## config.mk

```make
export PLATFORM = sky130hd
export DESIGN_NAME = servo_cmd_sched_flat
export DESIGN_NICKNAME = d
export VERILOG_FILES = /design/src/rtl/servo_cmd_pkg.sv /design/src/rtl/servo_cmd_sched_if.sv /design/src/rtl/servo_status_tx.sv /design/src/rtl/servo_cmd_sched.sv /design/src/flat_wrapper.sv
export SDC_FILE = /design/constraint.sdc
export NUM_CORES = 1
export LEC_CHECK = 0
export ABC_AREA = 0
export ABC_CLOCK_PERIOD_IN_PS = 2080
export CORE_ASPECT_RATIO = 1.25
export CORE_MARGIN = 5
export CORE_UTILIZATION = 30
export CTS_BUF_LIST = sky130_fd_sc_hd__clkbuf_8
export CTS_CLUSTER_SIZE = 8
export DETAILED_ROUTE_END_ITERATION = 10
export GPL_TIMING_DRIVEN = 0
export PLACE_DENSITY = 0.57
export SLEW_MARGIN = 25
export SYNTH_ARGS = -nofsm -noshare
export SYNTH_HDL_FRONTEND = slang
export SYNTH_SLANG_ARGS = --single-unit
```

## constraint.sdc

```tcl
create_clock -name CLK -period 2.08 [get_ports CLK]
set_clock_uncertainty 0.2 [all_clocks]
set_input_delay 0.416 -clock CLK [delete_from_list [all_inputs] [get_ports CLK]]
set_output_delay 0.416 -clock CLK [all_outputs]
set_load 0.02 [all_outputs]
```

## src/rtl/servo_cmd_pkg.sv

```systemverilog
// servo_cmd_pkg: shared ASCII constants and status TX state encoding
// for the servo command scheduler.
package servo_cmd_pkg;

    localparam logic [7:0] CH_A     = 8'h41;
    localparam logic [7:0] CH_B     = 8'h42;
    localparam logic [7:0] CH_a     = 8'h61;
    localparam logic [7:0] CH_b     = 8'h62;
    localparam logic [7:0] CH_0     = 8'h30;
    localparam logic [7:0] CH_PLUS  = 8'h2B;
    localparam logic [7:0] CH_MINUS = 8'h2D;

    typedef enum logic [1:0] {
        ST_IDLE,
        ST_SEND_MODE,
        ST_SEND_POS
    } tx_state_t;

    // ASCII digit for a zero-based position index
    function automatic logic [7:0] pos_char(input logic [7:0] idx);
        return CH_0 + idx + 8'd1;
    endfunction

endpackage

```

## src/rtl/servo_cmd_sched_if.sv

```systemverilog
// servo_cmd_sched_if: UART RX strobe and TX valid/ready bundle
// between the HM-10 byte link and the command scheduler.
interface servo_cmd_sched_if;

    logic [7:0] rx_data;
    logic       rx_valid;
    logic [7:0] tx_data;
    logic       tx_valid;
    logic       tx_ready;

    modport master (
        output rx_data,
        output rx_valid,
        output tx_ready,
        input  tx_data,
        input  tx_valid
    );

    modport slave (
        input  rx_data,
        input  rx_valid,
        input  tx_ready,
        output tx_data,
        output tx_valid
    );

endinterface

```

## src/rtl/servo_status_tx.sv

```systemverilog
// servo_status_tx: sends the 2-byte mode/position status whenever a
// report is pending; reports raised mid-transfer coalesce into one re-send.
module servo_status_tx
    import servo_cmd_pkg::*;
#(
    parameter int PW = 3
) (
    input  logic          CLK,
    input  logic          RESET,
    input  logic          report,
    input  logic          sel_modo,
    input  logic [PW-1:0] pos_idx,
    input  logic          tx_ready,
    output logic [7:0]    tx_data,
    output logic          tx_valid
);

    tx_state_t  state_q;
    tx_state_t  state_d;
    logic       pend_q;
    logic       pend_d;
    logic [7:0] data_d;
    logic       valid_d;

    always_ff @(posedge CLK or posedge RESET) begin
        if (RESET) begin
            state_q  <= ST_IDLE;
            pend_q   <= 1'b0;
            tx_data  <= 8'h00;
            tx_valid <= 1'b0;
        end else begin
            state_q  <= state_d;
            pend_q   <= pend_d;
            tx_data  <= data_d;
            tx_valid <= valid_d;
        end
    end

    always_comb begin
        state_d = state_q;
        pend_d  = pend_q | report;
        data_d  = tx_data;
        valid_d = tx_valid;
        unique case (state_q)
            ST_IDLE: begin
                if (pend_q) begin
                    data_d  = sel_modo ? CH_B : CH_A;
                    valid_d = 1'b1;
                    pend_d  = report;
                    state_d = ST_SEND_MODE;
                end
            end
            ST_SEND_MODE: begin
                // position is sampled on the mode-byte handshake
                if (tx_ready) begin
                    data_d  = pos_char(8'(pos_idx));
                    state_d = ST_SEND_POS;
                end
            end
            ST_SEND_POS: begin
                if (tx_ready) begin
                    valid_d = 1'b0;
                    state_d = ST_IDLE;
                end
            end
            default: begin
                state_d = ST_IDLE;
            end
        endcase
    end

endmodule

```

## src/rtl/servo_cmd_sched.sv

```systemverilog
// servo_cmd_sched: ASCII command decoder, mode-B dwell cycler and status reporter.
// Optional macro SERVO_SPEED_CMD_EN adds '+'/'-' dwell speed shift commands.
module servo_cmd_sched
    import servo_cmd_pkg::*;
#(
    parameter int DWELL_CYC = 50_000_000,
    parameter int NPOS      = 5
) (
    input  logic             CLK,
    input  logic             RESET,
    servo_cmd_sched_if.slave bus,
    output logic             sel_modo,
    output logic [NPOS-1:0]  pos_sel,
    output logic             cmd_err
);

    localparam int CW = $clog2(DWELL_CYC);
    localparam int PW = $clog2(NPOS);

    localparam logic [7:0]    CH_1     = CH_0 + 8'd1;
    localparam logic [7:0]    CH_LAST  = CH_0 + 8'(NPOS);
    localparam logic [PW-1:0] IDX_LAST = PW'(NPOS - 1);

    logic [CW-1:0] cnt_q;
    logic [CW-1:0] last_cnt;
    logic [PW-1:0] pos_idx;
    logic [PW-1:0] dig_idx;
    logic [PW-1:0] nxt_idx;
    logic          is_a;
    logic          is_b;
    logic          is_dig;
    logic          cmd_ok;
    logic          accept;
    logic          reject;
    logic          term;
    logic          report;

`ifdef SERVO_SPEED_CMD_EN
    logic [1:0] shift_q;
    logic       is_up;
    logic       is_dn;

    assign is_up    = bus.rx_data == CH_PLUS;
    assign is_dn    = bus.rx_data == CH_MINUS;
    assign last_cnt = CW'((DWELL_CYC >> shift_q) - 1);

    always_ff @(posedge CLK or posedge RESET) begin
        if (RESET)
            shift_q <= 2'd0;
        else if (bus.rx_valid && is_up && shift_q != 2'd3)
            shift_q <= shift_q + 2'd1;
        else if (bus.rx_valid && is_dn && shift_q != 2'd0)
            shift_q <= shift_q - 2'd1;
    end
`else
    assign last_cnt = CW'(DWELL_CYC - 1);
`endif

    always_comb begin
        is_a    = (bus.rx_data == CH_A) || (bus.rx_data == CH_a);
        is_b    = (bus.rx_data == CH_B) || (bus.rx_data == CH_b);
        is_dig  = (bus.rx_data >= CH_1) && (bus.rx_data <= CH_LAST);
        dig_idx = PW'(bus.rx_data - CH_1);
        cmd_ok  = is_a || is_b || (is_dig && !sel_modo);
`ifdef SERVO_SPEED_CMD_EN
        cmd_ok  = cmd_ok || is_up || is_dn;
`endif
        accept  = bus.rx_valid && cmd_ok;
        reject  = bus.rx_valid && !cmd_ok;
        term    = sel_modo && (cnt_q == last_cnt);
        report  = accept || term;
        nxt_idx = (pos_idx == IDX_LAST) ? '0 : pos_idx + 1'b1;
    end

    // an accepted command on the terminal cycle drops that advance
    always_ff @(posedge CLK or posedge RESET) begin
        if (RESET) begin
            sel_modo <= 1'b0;
            pos_idx  <= '0;
            pos_sel  <= NPOS'(1);
            cnt_q    <= '0;
            cmd_err  <= 1'b0;
        end else begin
            cmd_err <= reject;
            if (accept) begin
                cnt_q <= '0;
                unique case (1'b1)
                    is_a: sel_modo <= 1'b0;
                    is_b: sel_modo <= 1'b1;
                    is_dig: begin
                        pos_idx <= dig_idx;
                        pos_sel <= NPOS'(1) << dig_idx;
                    end
                    default: ;
                endcase
            end else if (term) begin
                cnt_q   <= '0;
                pos_idx <= nxt_idx;
                pos_sel <= NPOS'(1) << nxt_idx;
            end else if (sel_modo) begin
                cnt_q <= cnt_q + 1'b1;
            end
        end
    end

    servo_status_tx #(
        .PW (PW)
    ) u_status_tx (
        .CLK      (CLK),
        .RESET    (RESET),
        .report   (report),
        .sel_modo (sel_modo),
        .pos_idx  (pos_idx),
        .tx_ready (bus.tx_ready),
        .tx_data  (bus.tx_data),
        .tx_valid (bus.tx_valid)
    );

endmodule
```

## src/flat_wrapper.sv

```systemverilog
// flat-port wrapper written by rule: the top's interface ports become plain ports
module servo_cmd_sched_flat import servo_cmd_pkg::*;
#(
    parameter int DWELL_CYC = 50_000_000,
    parameter int NPOS      = 5
)
  (CLK, RESET, sel_modo, pos_sel, cmd_err, bus_rx_data, bus_rx_valid, bus_tx_ready, bus_tx_data, bus_tx_valid);
  servo_cmd_sched_if bus_i ();
  input  logic CLK;
  input  logic RESET;
  output logic sel_modo;
  output logic [NPOS-1:0] pos_sel;
  output logic cmd_err;
  input wire logic [$bits(bus_i.rx_data)-1:0] bus_rx_data;
  input wire logic [$bits(bus_i.rx_valid)-1:0] bus_rx_valid;
  input wire logic [$bits(bus_i.tx_ready)-1:0] bus_tx_ready;
  output wire logic [$bits(bus_i.tx_data)-1:0] bus_tx_data;
  output wire logic [$bits(bus_i.tx_valid)-1:0] bus_tx_valid;
  assign bus_i.rx_data = bus_rx_data;
  assign bus_i.rx_valid = bus_rx_valid;
  assign bus_i.tx_ready = bus_tx_ready;
  assign bus_tx_data = bus_i.tx_data;
  assign bus_tx_valid = bus_i.tx_valid;
  servo_cmd_sched #(.DWELL_CYC(DWELL_CYC), .NPOS(NPOS)) u_core (.CLK(CLK), .RESET(RESET), .bus(bus_i), .sel_modo(sel_modo), .pos_sel(pos_sel), .cmd_err(cmd_err));
endmodule
```

# Word-level counts from Yosys, hierarchy flattened
# Index checks and enable logic that the tools add are counted.
[totals]
regBits = 48
input_bits = 12
wordCells = 78
[classes]
addsub = 5
magnitude_cmp = 2
eq_ne = 12
n_shift = 2
n_mux = 24
bitwise = 1
n_reduce_logical = 23
[op_table]
columns = ["op", "count"]
rows = [
  ["$mux 26", 3],
  ["$eq 8x7->1 const B", 4],
  ["$add 26x1->26 const B", 1],
  ["$eq 26x26->1 const B", 1],
  ["$mux 8", 2],
  ["$pmux 8 s2", 1],
  ["$mux 5", 3],
  ["$mux 3", 4],
  ["$shl 1x3->5 const A", 2],
  ["$reduce_and 3->1", 3],
  ["$add 7x1->8 const B", 1],
  ["$ge 8x6->1 const B", 1],
  ["$le 8x6->1 const B", 1],
  ["$mux 2", 4],
  ["$reduce_bool 2->1", 4],
  ["$add 6x3->7 const A", 1],
  ["$ne 2x2->1 const B", 3],
  ["$pmux 2 s3", 1],
  ["$logic_and 1x1->1", 5],
  ["$logic_or 1x1->1", 5],
  ["$mux 1", 4],
  ["$pmux 1 s2", 2],
  ["$reduce_and 2->1", 2],
  ["$add 3x1->3 const B", 1],
  ["other kinds (9)", 10],
]

# Depth between registers and ports, before layout
# Gate-level depths: netlist of run 1.
[depth]
word_depth = 9
depth_mapped = 10
mapped_depth_nobuf = 8

# By module
# Synthesis of run 1 repeated with hierarchy kept, for this count alone.
[hier_totals]
hier_cells = 277
area_unflattened_um2 = 2746.4
[by_module_without_submodules]
columns = ["module", "n_inst", "cells_each", "area_per_inst_um2", "seq_area_each_um2"]
rows = [
  ["servo_cmd_sched", 1, 228, 2212.1, 902.1],
  ["servo_status_tx", 1, 49, 534.3, 250.2],
]

# Least setup slack after synthesis of run 1
# Ideal clock, no wire load.
[synth_timing]
kind = "input -> register"
startpoint = "input port bus_rx_data[0]"
endpoint = "register u_core.pos_sel[4]"
t_arrival_ps = 1922
required_ps = 1785
path_slack_ps = -137
path_stages = 8
n_path_buf = 1
cell_sequence = "inv_1 -> ha_1 -> xnor2_1 -> o2111ai_1 -> o22ai_1 -> buf_4 -> mux2_2 -> o31ai_1"
[synth_via]
elab_chain_len = 7
[synth_lines]
columns = ["item", "line_no", "text"]
rows = [
  ["start, declared", "flat_wrapper.sv:14", "input wire logic [$bits(bus_i.rx_data)-1:0] bus_rx_data;"],
  ["$ge 8x6->1 (tied with other cells)", "servo_cmd_sched.sv:62", "is_dig = (bus.rx_data >= CH_1) && (bus.rx_data <= CH_LAST);"],
  ["$logic_and 1x1->1 (tied with other cells)", "servo_cmd_sched.sv:62", ""],
  ["$logic_and 1x1->1 or $logic_or 1x1->1 (tied branches)", "servo_cmd_sched.sv:64", "cmd_ok = is_a || is_b || (is_dig && !sel_modo);"],
  ["$logic_or 1x1->1", "servo_cmd_sched.sv:64", ""],
  ["$logic_and 1x1->1", "servo_cmd_sched.sv:68", "accept = bus.rx_valid && cmd_ok;"],
  ["$ne 2x1->1 (no source line) or $reduce_bool 2->1 (tied branches)", "--", ""],
  ["$reduce_and 2->1 (no source line)", "--", ""],
  ["end signal, assigned", "servo_cmd_sched.sv:92", "pos_sel <= NPOS'(1) << dig_idx;"],
  ["end signal, assigned", "servo_cmd_sched.sv:99", "pos_sel <= NPOS'(1) << nxt_idx;"],
  ["end, declared", "servo_cmd_sched.sv:13", "output logic [NPOS-1:0] pos_sel,"],
]
# Parallel ways exist; a longest one is shown, timed or not. The select of a mux whose other input is x is not followed.
# A chain may end at the register's enable or synchronous reset.

# Worst setup path after layout of run 1
[layout_timing]
startpoint = "register u_core.cnt_q[7]"
endpoint = "register u_core.pos_idx[0]"
[layout_via]
elab_chain_len = 4
[layout_lines]
columns = ["item", "line_no", "text"]
rows = [
  ["start, declared", "servo_cmd_sched.sv:24", "logic [CW-1:0] cnt_q;"],
  ["start signal, assigned", "servo_cmd_sched.sv:101", "cnt_q <= cnt_q + 1'b1;"],
  ["$eq 26x26->1", "servo_cmd_sched.sv:70", "term = sel_modo && (cnt_q == last_cnt);"],
  ["$logic_and 1x1->1", "servo_cmd_sched.sv:70", ""],
  ["$reduce_bool 2->1 (no source line)", "--", ""],
  ["$reduce_and 2->1 (no source line)", "--", ""],
  ["end signal, assigned", "servo_cmd_sched.sv:91", "pos_idx <= dig_idx;"],
  ["end signal, assigned", "servo_cmd_sched.sv:98", "pos_idx <= nxt_idx;"],
  ["end, declared", "servo_cmd_sched.sv:26", "logic [PW-1:0] pos_idx;"],
]
# Every way passes these cells.

==> metrics.cfg, run 1 <==
[outcome]
status=finished, violations left
violations=negative setup slack

[placement]
dpl_cell_area_um2=2870
hpwl_mm=3.82
detailedPlace.worstSlack_ps=-963
port-buffer-count=26
routabilityCongestion=0.759

[synth]
synth.most_common_cell=dfrtp_1
ys_types=42
ys_ff_latch=46
synth_top_area_cell=dfrtp_1
synth-seq-area-share=0.477
avgSynthCellArea_um2=9.51
synth_common_cells=dfrtp_1, nor2_1, nand2_1, xor2_1, o21ai_0
synth_area_um2=2420
postSynth.asyncResetShare=1.00
postSynthNetCount=272
synth-warning-count=0
synth-edff-count=0
synthCells=254
synthTopCellsByArea=dfrtp_1, xor2_1, nor2_1, nand2_1, xnor2_1
synth_top_area_frac=0.466
synth_ff_type=dfrtp_1

[detailed_routing]
drtAntennaViolNets=0
vias=2032
wirelength_mm=5.92
viasPerCell=4.85
first_pass_iters=6
post_drt_wl_per_cell_um=14.1
drc=0
drt_first_iter_violations=54

[setup_path]
slowest_delay_ps=510
cp.required_ps=2080
path_class=reg2reg
slowest_stage=or4b_4
cp_max_fo=5
crit_chain=or4b_4 > nor4_4 > and4_4 > buf_6 > o21ai_4 > or2_1 > a21boi_1
arrival_ps=2200
r2r_cells=7
end_kind=register
start_kind=register

[clock_tree]
cts_root_buf=clkbuf_8
cts_tree=done
clk_pin_slew_ps=90
h-tree-depth=2
clk_latency_ps=310
cts_buffers=5
cts_sinks=46
holdBufCountCts=0
clockBufferDepth=2

[final_layout]
nFillCells=744
area_delta_synth_final_pct=50.9
antenna_cells=0
post-route-cell-area_um2=3640
final_nets=341
regArea_um2=1150
multiInputGateArea_um2=1530
finish.utilization=0.465
drive_gt1_frac=0.355

[floorplanning]
io-pin-count=28
dieArea_um2=9960
coreArea_um2=7840
floorplan.initialDensity=0.308
dieWidth_um=90.3
fp-row-count=36
die_h_um=110

[sta]
final-setup-viol-count=28
finalMaxSlewViolations=0
fin_crit_ps=2200
clock.fmax_ghz=0.455
worst_pin_slew_ps=516
hold_violations=0
relSlewSlack=0.654
fin_ws_ps=-117
rsz0062_at_grt=true
fin_crit_sh=1.06

[power_and_ir_drop]
power_density_nw_per_um2=971
fin_total_pwr_mw=3.54
p_leak_nw=1.49
ir_drop_uv=404

[global_routing]
grt_pass1_wl_mm=9.64
grt_use_total=0.120
grt_max_degree=28
globalRouteOverflowTotal=0
grt_pass1_vias=2033
grt_antenna_before_repair=0

[flow_run]
cap_violations=0

[worst_hold_path]
holdCritPathClass=in2async

metal layers:
layer  wire, µm  global-route usage  vias up
li1           -                   -     1000
met1       2350               0.133      998
met2       3320               0.227       27
met3        160              0.0238        7
met4         79              0.0447        0
met5          0                   0        -
area by class of cell:
| cell class | count | share of cell area |
|---|---|---|
| Multi-Input combinational cell | 186 | 0.420 |
| Sequential cell | 46 | 0.316 |
| Timing Repair Buffer | 62 | 0.161 |
| Tap cell | 95 | 0.0326 |
| Buffer | 10 | 0.0271 |
| Clock buffer | 6 | 0.0227 |
| Inverter | 12 | 0.0179 |
| Clock inverter | 2 | 0.00240 |
where the power goes:
| part | internal (mW) | total, mW | switching (mW) |
|---|---|---|---|
| logic | 0.711 | 1.46 | 0.753 |
| registers | 1.19 | 1.50 | 0.312 |
| clock network | 0.264 | 0.572 | 0.308 |
per-stage QoR:
step / setup TNS [ps] / instances / hold WS (ps)
3_3_place_gp: -58400 / 375 / 265
3_5_place_dp: -28930 / 376 / 272
2_1_floorplan: -7.52 / 254 / 289
6_report: -1100 / 419 / 232
5_1_grt: -3410 / 419 / 274
4_1_cts: -535 / 411 / 245
layout by cell type (no fill, tap or decap), types with 9 or more instances in the layout:
cell             Yosys  routed
buf_6                2       9
nor2_4               0      15
inv_1               12      10
nor2_1              37      15
buf_4                5      29
xor2_1              17      17
dfrtp_1             45      45
nand4_1              9       9
o21ai_0             13      12
nand3_1             11       9
nand2_1             27      24
clkdlybuf4s50_1      0      17
worst max-delay path: cells and delay by family (launching register included):
kind	cells	cell delay [ps]
AO/OA/AOI/OAI	2	200
buffers and inverters	1	100
flip-flops	1	440
AND/OR/NAND/NOR	4	1150
flip-flops by register name, indices dropped and copies added, names as in the netlist:
signal and flops:
u_core.u_status_tx.state_q 2, u_core.cmd_err 1, u_core.u_status_tx.pend_q 1, u_core.pos_sel 5
u_core.u_status_tx.tx_valid 1, u_core.sel_modo 1, u_core.pos_idx 3, u_core.cnt_q 26
u_core.u_status_tx.tx_data 6
final timing paths:
| path | startpoint | end | slack [ps] |
|---|---|---|---|
| max | u_core.cnt_q[7] | u_core.pos_idx[0] | -120 |
| min | RESET | u_core.pos_sel[3] | 230 |
| max reg2reg | u_core.cnt_q[7] | u_core.pos_idx[0] | -120 |
| min reg2reg | u_core.pos_sel[1] | u_core.pos_sel[1] | 300 |
| max in group asynchronous | RESET | u_core.cnt_q[24] | 940 |
| min in group CLK | u_core.pos_sel[1] | u_core.pos_sel[1] | 300 |
repair_timing:
item / in CTS / in global routing
cloned: 3 / 2
gates resized for setup: 48 / 69
endpoints found under the setup margin: 36 / 35
setup buffers: 24 / 7
pin swaps: 12 / 25
logic make-up after synthesis:
kind of cell,Yosys count,synth area share
AO/OA/AOI/OAI,32,0.0798
XOR/XNOR,26,0.0943
adder cells (fa/ha/maj),6,0.0311
buffers and inverters,22,0.0482
flip-flops,46,0.477
multiplexers,10,0.0430
other,1,0.00155
AND/OR/NAND/NOR,111,0.225
No activity file was read; power rests on OpenSTA's default activity.
==> run 2, diff against run 1 <==
CORE_UTILIZATION = 44   (was 30)
PLACE_DENSITY = 0.75   (was 0.57)
==> run 2 against run 1 <==
Against the previous run: the run still ends with negative setup slack left; non-clock buffer count decreased by 15; sequential power about the same; utilization increased by 15 points; largest cell class unchanged; combinational power decreased by 14%; total power increased by 1.3%; clock-buffer cell count unchanged.
==> metrics.cfg, run 2 (synthesized netlist as in run 1, its figures left out) <==
[clock_tree]
holdBufCountCts=0  ; unchanged
cts_tree=done
clockBufferDepth=2  ; unchanged
h-tree-depth=2  ; unchanged
cts_buffers=5  ; unchanged
cts_root_buf=clkbuf_8
clk_pin_slew_ps=100  ; about the same
cts_sinks=46  ; unchanged
clk_latency_ps=310  ; about the same

[final_layout]
area_delta_synth_final_pct=36.7
reg_top3=u_core.cnt_q (26), u_core.u_status_tx.tx_data (6), u_core.pos_sel (5)
largest_reg_flops=26  ; unchanged
stdcell_count=373  ; -11%
mostFrequentLayoutCell=dfrtp_1
antenna_cells=0  ; unchanged
multiInputGateArea_um2=1350  ; -12%
final_nets=326  ; -4.4%
largest_register=u_core.cnt_q
finish.utilization=0.615  ; +0.150
final_cell_mix=dfrtp_1, nor2_1, nand2_1, buf_4, clkdlybuf4s50_1
regArea_um2=1150  ; +0.11%
drive_gt1_frac=0.246  ; -0.109
nFillCells=416  ; -44%

[global_routing]
globalRouteOverflowTotal=0  ; unchanged
grt_antenna_before_repair=0  ; unchanged
grt_pass1_vias=1994  ; -1.9%
grt_pass1_wl_mm=9.13  ; -5.3%
grt_use_total=0.157  ; +0.0371
grt_max_degree=26  ; -7.1%

[setup_path]
cp_max_fo=4  ; -1
slowest_stage=or4b_4
r2r_cells=6  ; -1
crit_chain=or4b_4 > nor4_4 > and4_4 > o21ai_2 > or2_1 > a21boi_1
crit_cells=6  ; -1
worst-path-buf-inv=0  ; -1
end_kind=register
arrival_ps=2250  ; +50 ps
path_class=reg2reg
start_kind=register
critical_path.top_delay_family=simple AND/OR/NAND/NOR gates
cp.required_ps=2070  ; about the same
slowest_delay_ps=560  ; +50 ps

[detailed_routing]
drt_first_iter_violations=103  ; +91%
drc=0  ; unchanged
first_pass_iters=4  ; -2
post_drt_wl_per_cell_um=15.5  ; +9.5%
wirelength_mm=5.77  ; -2.5%
drtAntennaViolNets=0  ; unchanged
viasPerCell=5.41  ; +12%
vias=2017  ; -0.74%

[sta]
timing.hold.ws_ps=250  ; +18.1 ps
rsz0062_at_grt=true
fin_ws_ps=-182  ; -64.7 ps
fin_crit_ps=2260  ; +64.7 ps
final-setup-viol-count=34  ; +21%
worst_pin_slew_ps=510  ; -5.99 ps
clock.fmax_ghz=0.442  ; -2.9%
fin_crit_sh=1.09  ; +0.0311
hold_violations=0  ; unchanged
relSlewSlack=0.660  ; +0.00511
finalMaxSlewViolations=0  ; unchanged
tns_ps=-4200  ; -3100 ps

[power_and_ir_drop]
p_leak_nw=1.39  ; -6.2%
pwr-share-comb=0.352  ; -0.062
switchingPower_mw=1.30  ; -5.1%
ir_drop_uv=435  ; +7.8%
power_density_nw_per_um2=1090  ; +12%
clkPwrFrac=0.230  ; +0.068
intPower_mw=2.28  ; +5.4%
p_seq_frac=0.418  ; -0.007
fin_total_pwr_mw=3.59  ; +1.3%
switching_share=0.364  ; -0.0246

[placement]
port-buffer-count=26  ; unchanged
dp.cells=345  ; -8.2%
hpwl_mm=3.54  ; -7.3%
routabilityCongestion=0.812  ; +7.0%

[flow_run]
cap_violations=0  ; unchanged

[worst_hold_path]
holdCritPathClass=in2async

[outcome]
violations=negative setup slack
status=finished, violations left

[floorplanning]
dieArea_um2=7080  ; -29%
io-pin-count=28  ; unchanged
die_h_um=92.9  ; -16%
fp-row-count=30  ; -17%
dieWidth_um=76.3  ; -15%
floorplan.initialDensity=0.450  ; +0.142
coreArea_um2=5370  ; -32%

## run 2: cell types whose count changed in the layout (fill, tap and decap cells not counted), sizes merged
cell	previous run	this run
clkbuf	10	8
clkinv	1	0
bufinv	0	2
buf	45	31
inv	13	12
clkdlybuf4s50	17	18
## run 2: through the flow
stage | worst slack, ps | area (µm²)
detailed placement | -906 | 2830
floorplan | -7.52 | 2470
global placement | -895 | 2810
CTS | -81.9 | 3170
global route | -220 | 3300
finish | -182 | 3300
## run 2: path summary, 6_finish.rpt
kind	start	endpoint	slack, ps
worst min register to register	u_core.pos_sel[4]	u_core.pos_sel[4]	280
worst min-delay path	RESET	u_core.cnt_q[10]	250
max in group asynchronous	RESET	u_core.pos_sel[0]	840
min in group CLK	u_core.pos_sel[4]	u_core.pos_sel[4]	280
worst max register to register	u_core.cnt_q[10]	u_core.pos_idx[0]	-180
worst max-delay path	u_core.cnt_q[10]	u_core.pos_idx[0]	-180
## run 2: what timing repair did
item / 4_1_cts / 5_1_grt
resized for setup: 36 / 20
buffers inserted: 14 / 4
hold endpoints to repair: 0 / 0
pin swaps: 23 / 9
cloned: 1 / 1
endpoints found under the setup margin: 35 / 34
## run 2: per-layer routing
layer / global-route usage / vias up / wire (µm)
li1: - / 965 / -
met5: 0 / - / 0
met4: 0.0627 / 0 / 161
met1: 0.175 / 983 / 2280
met3: 0.0282 / 15 / 237
met2: 0.291 / 54 / 3090
## run 2: layout make-up
type,count,share of cell area
multi-input combinational,186,0.408
clock buffer,6,0.0250
tap,64,0.0243
clock inverter,2,0.0182
timing repair buffer,47,0.128
sequential,46,0.349
inverter,12,0.0197
buffer,10,0.0273
## run 2: power by group through the flow
stage / combinational, mW / clock, mW / sequential (mW)
after floorplan: 0.627 / 0 / 1.54
after global placement: 1.02 / 0 / 1.49
after detailed placement: 1.05 / 0 / 1.51
after CTS: 1.18 / 0.827 / 1.47
after global routing: 1.39 / 0.862 / 1.54
final: 1.26 / 0.826 / 1.50
## run 2: worst register-to-register path, cell delays in order, from the launching register on
cell      delay [ps]
dfrtp_1          400
or4b_4           560
nor4_4           240
and4_4           270
o21ai_2           90
or2_1            250
a21boi_1         140
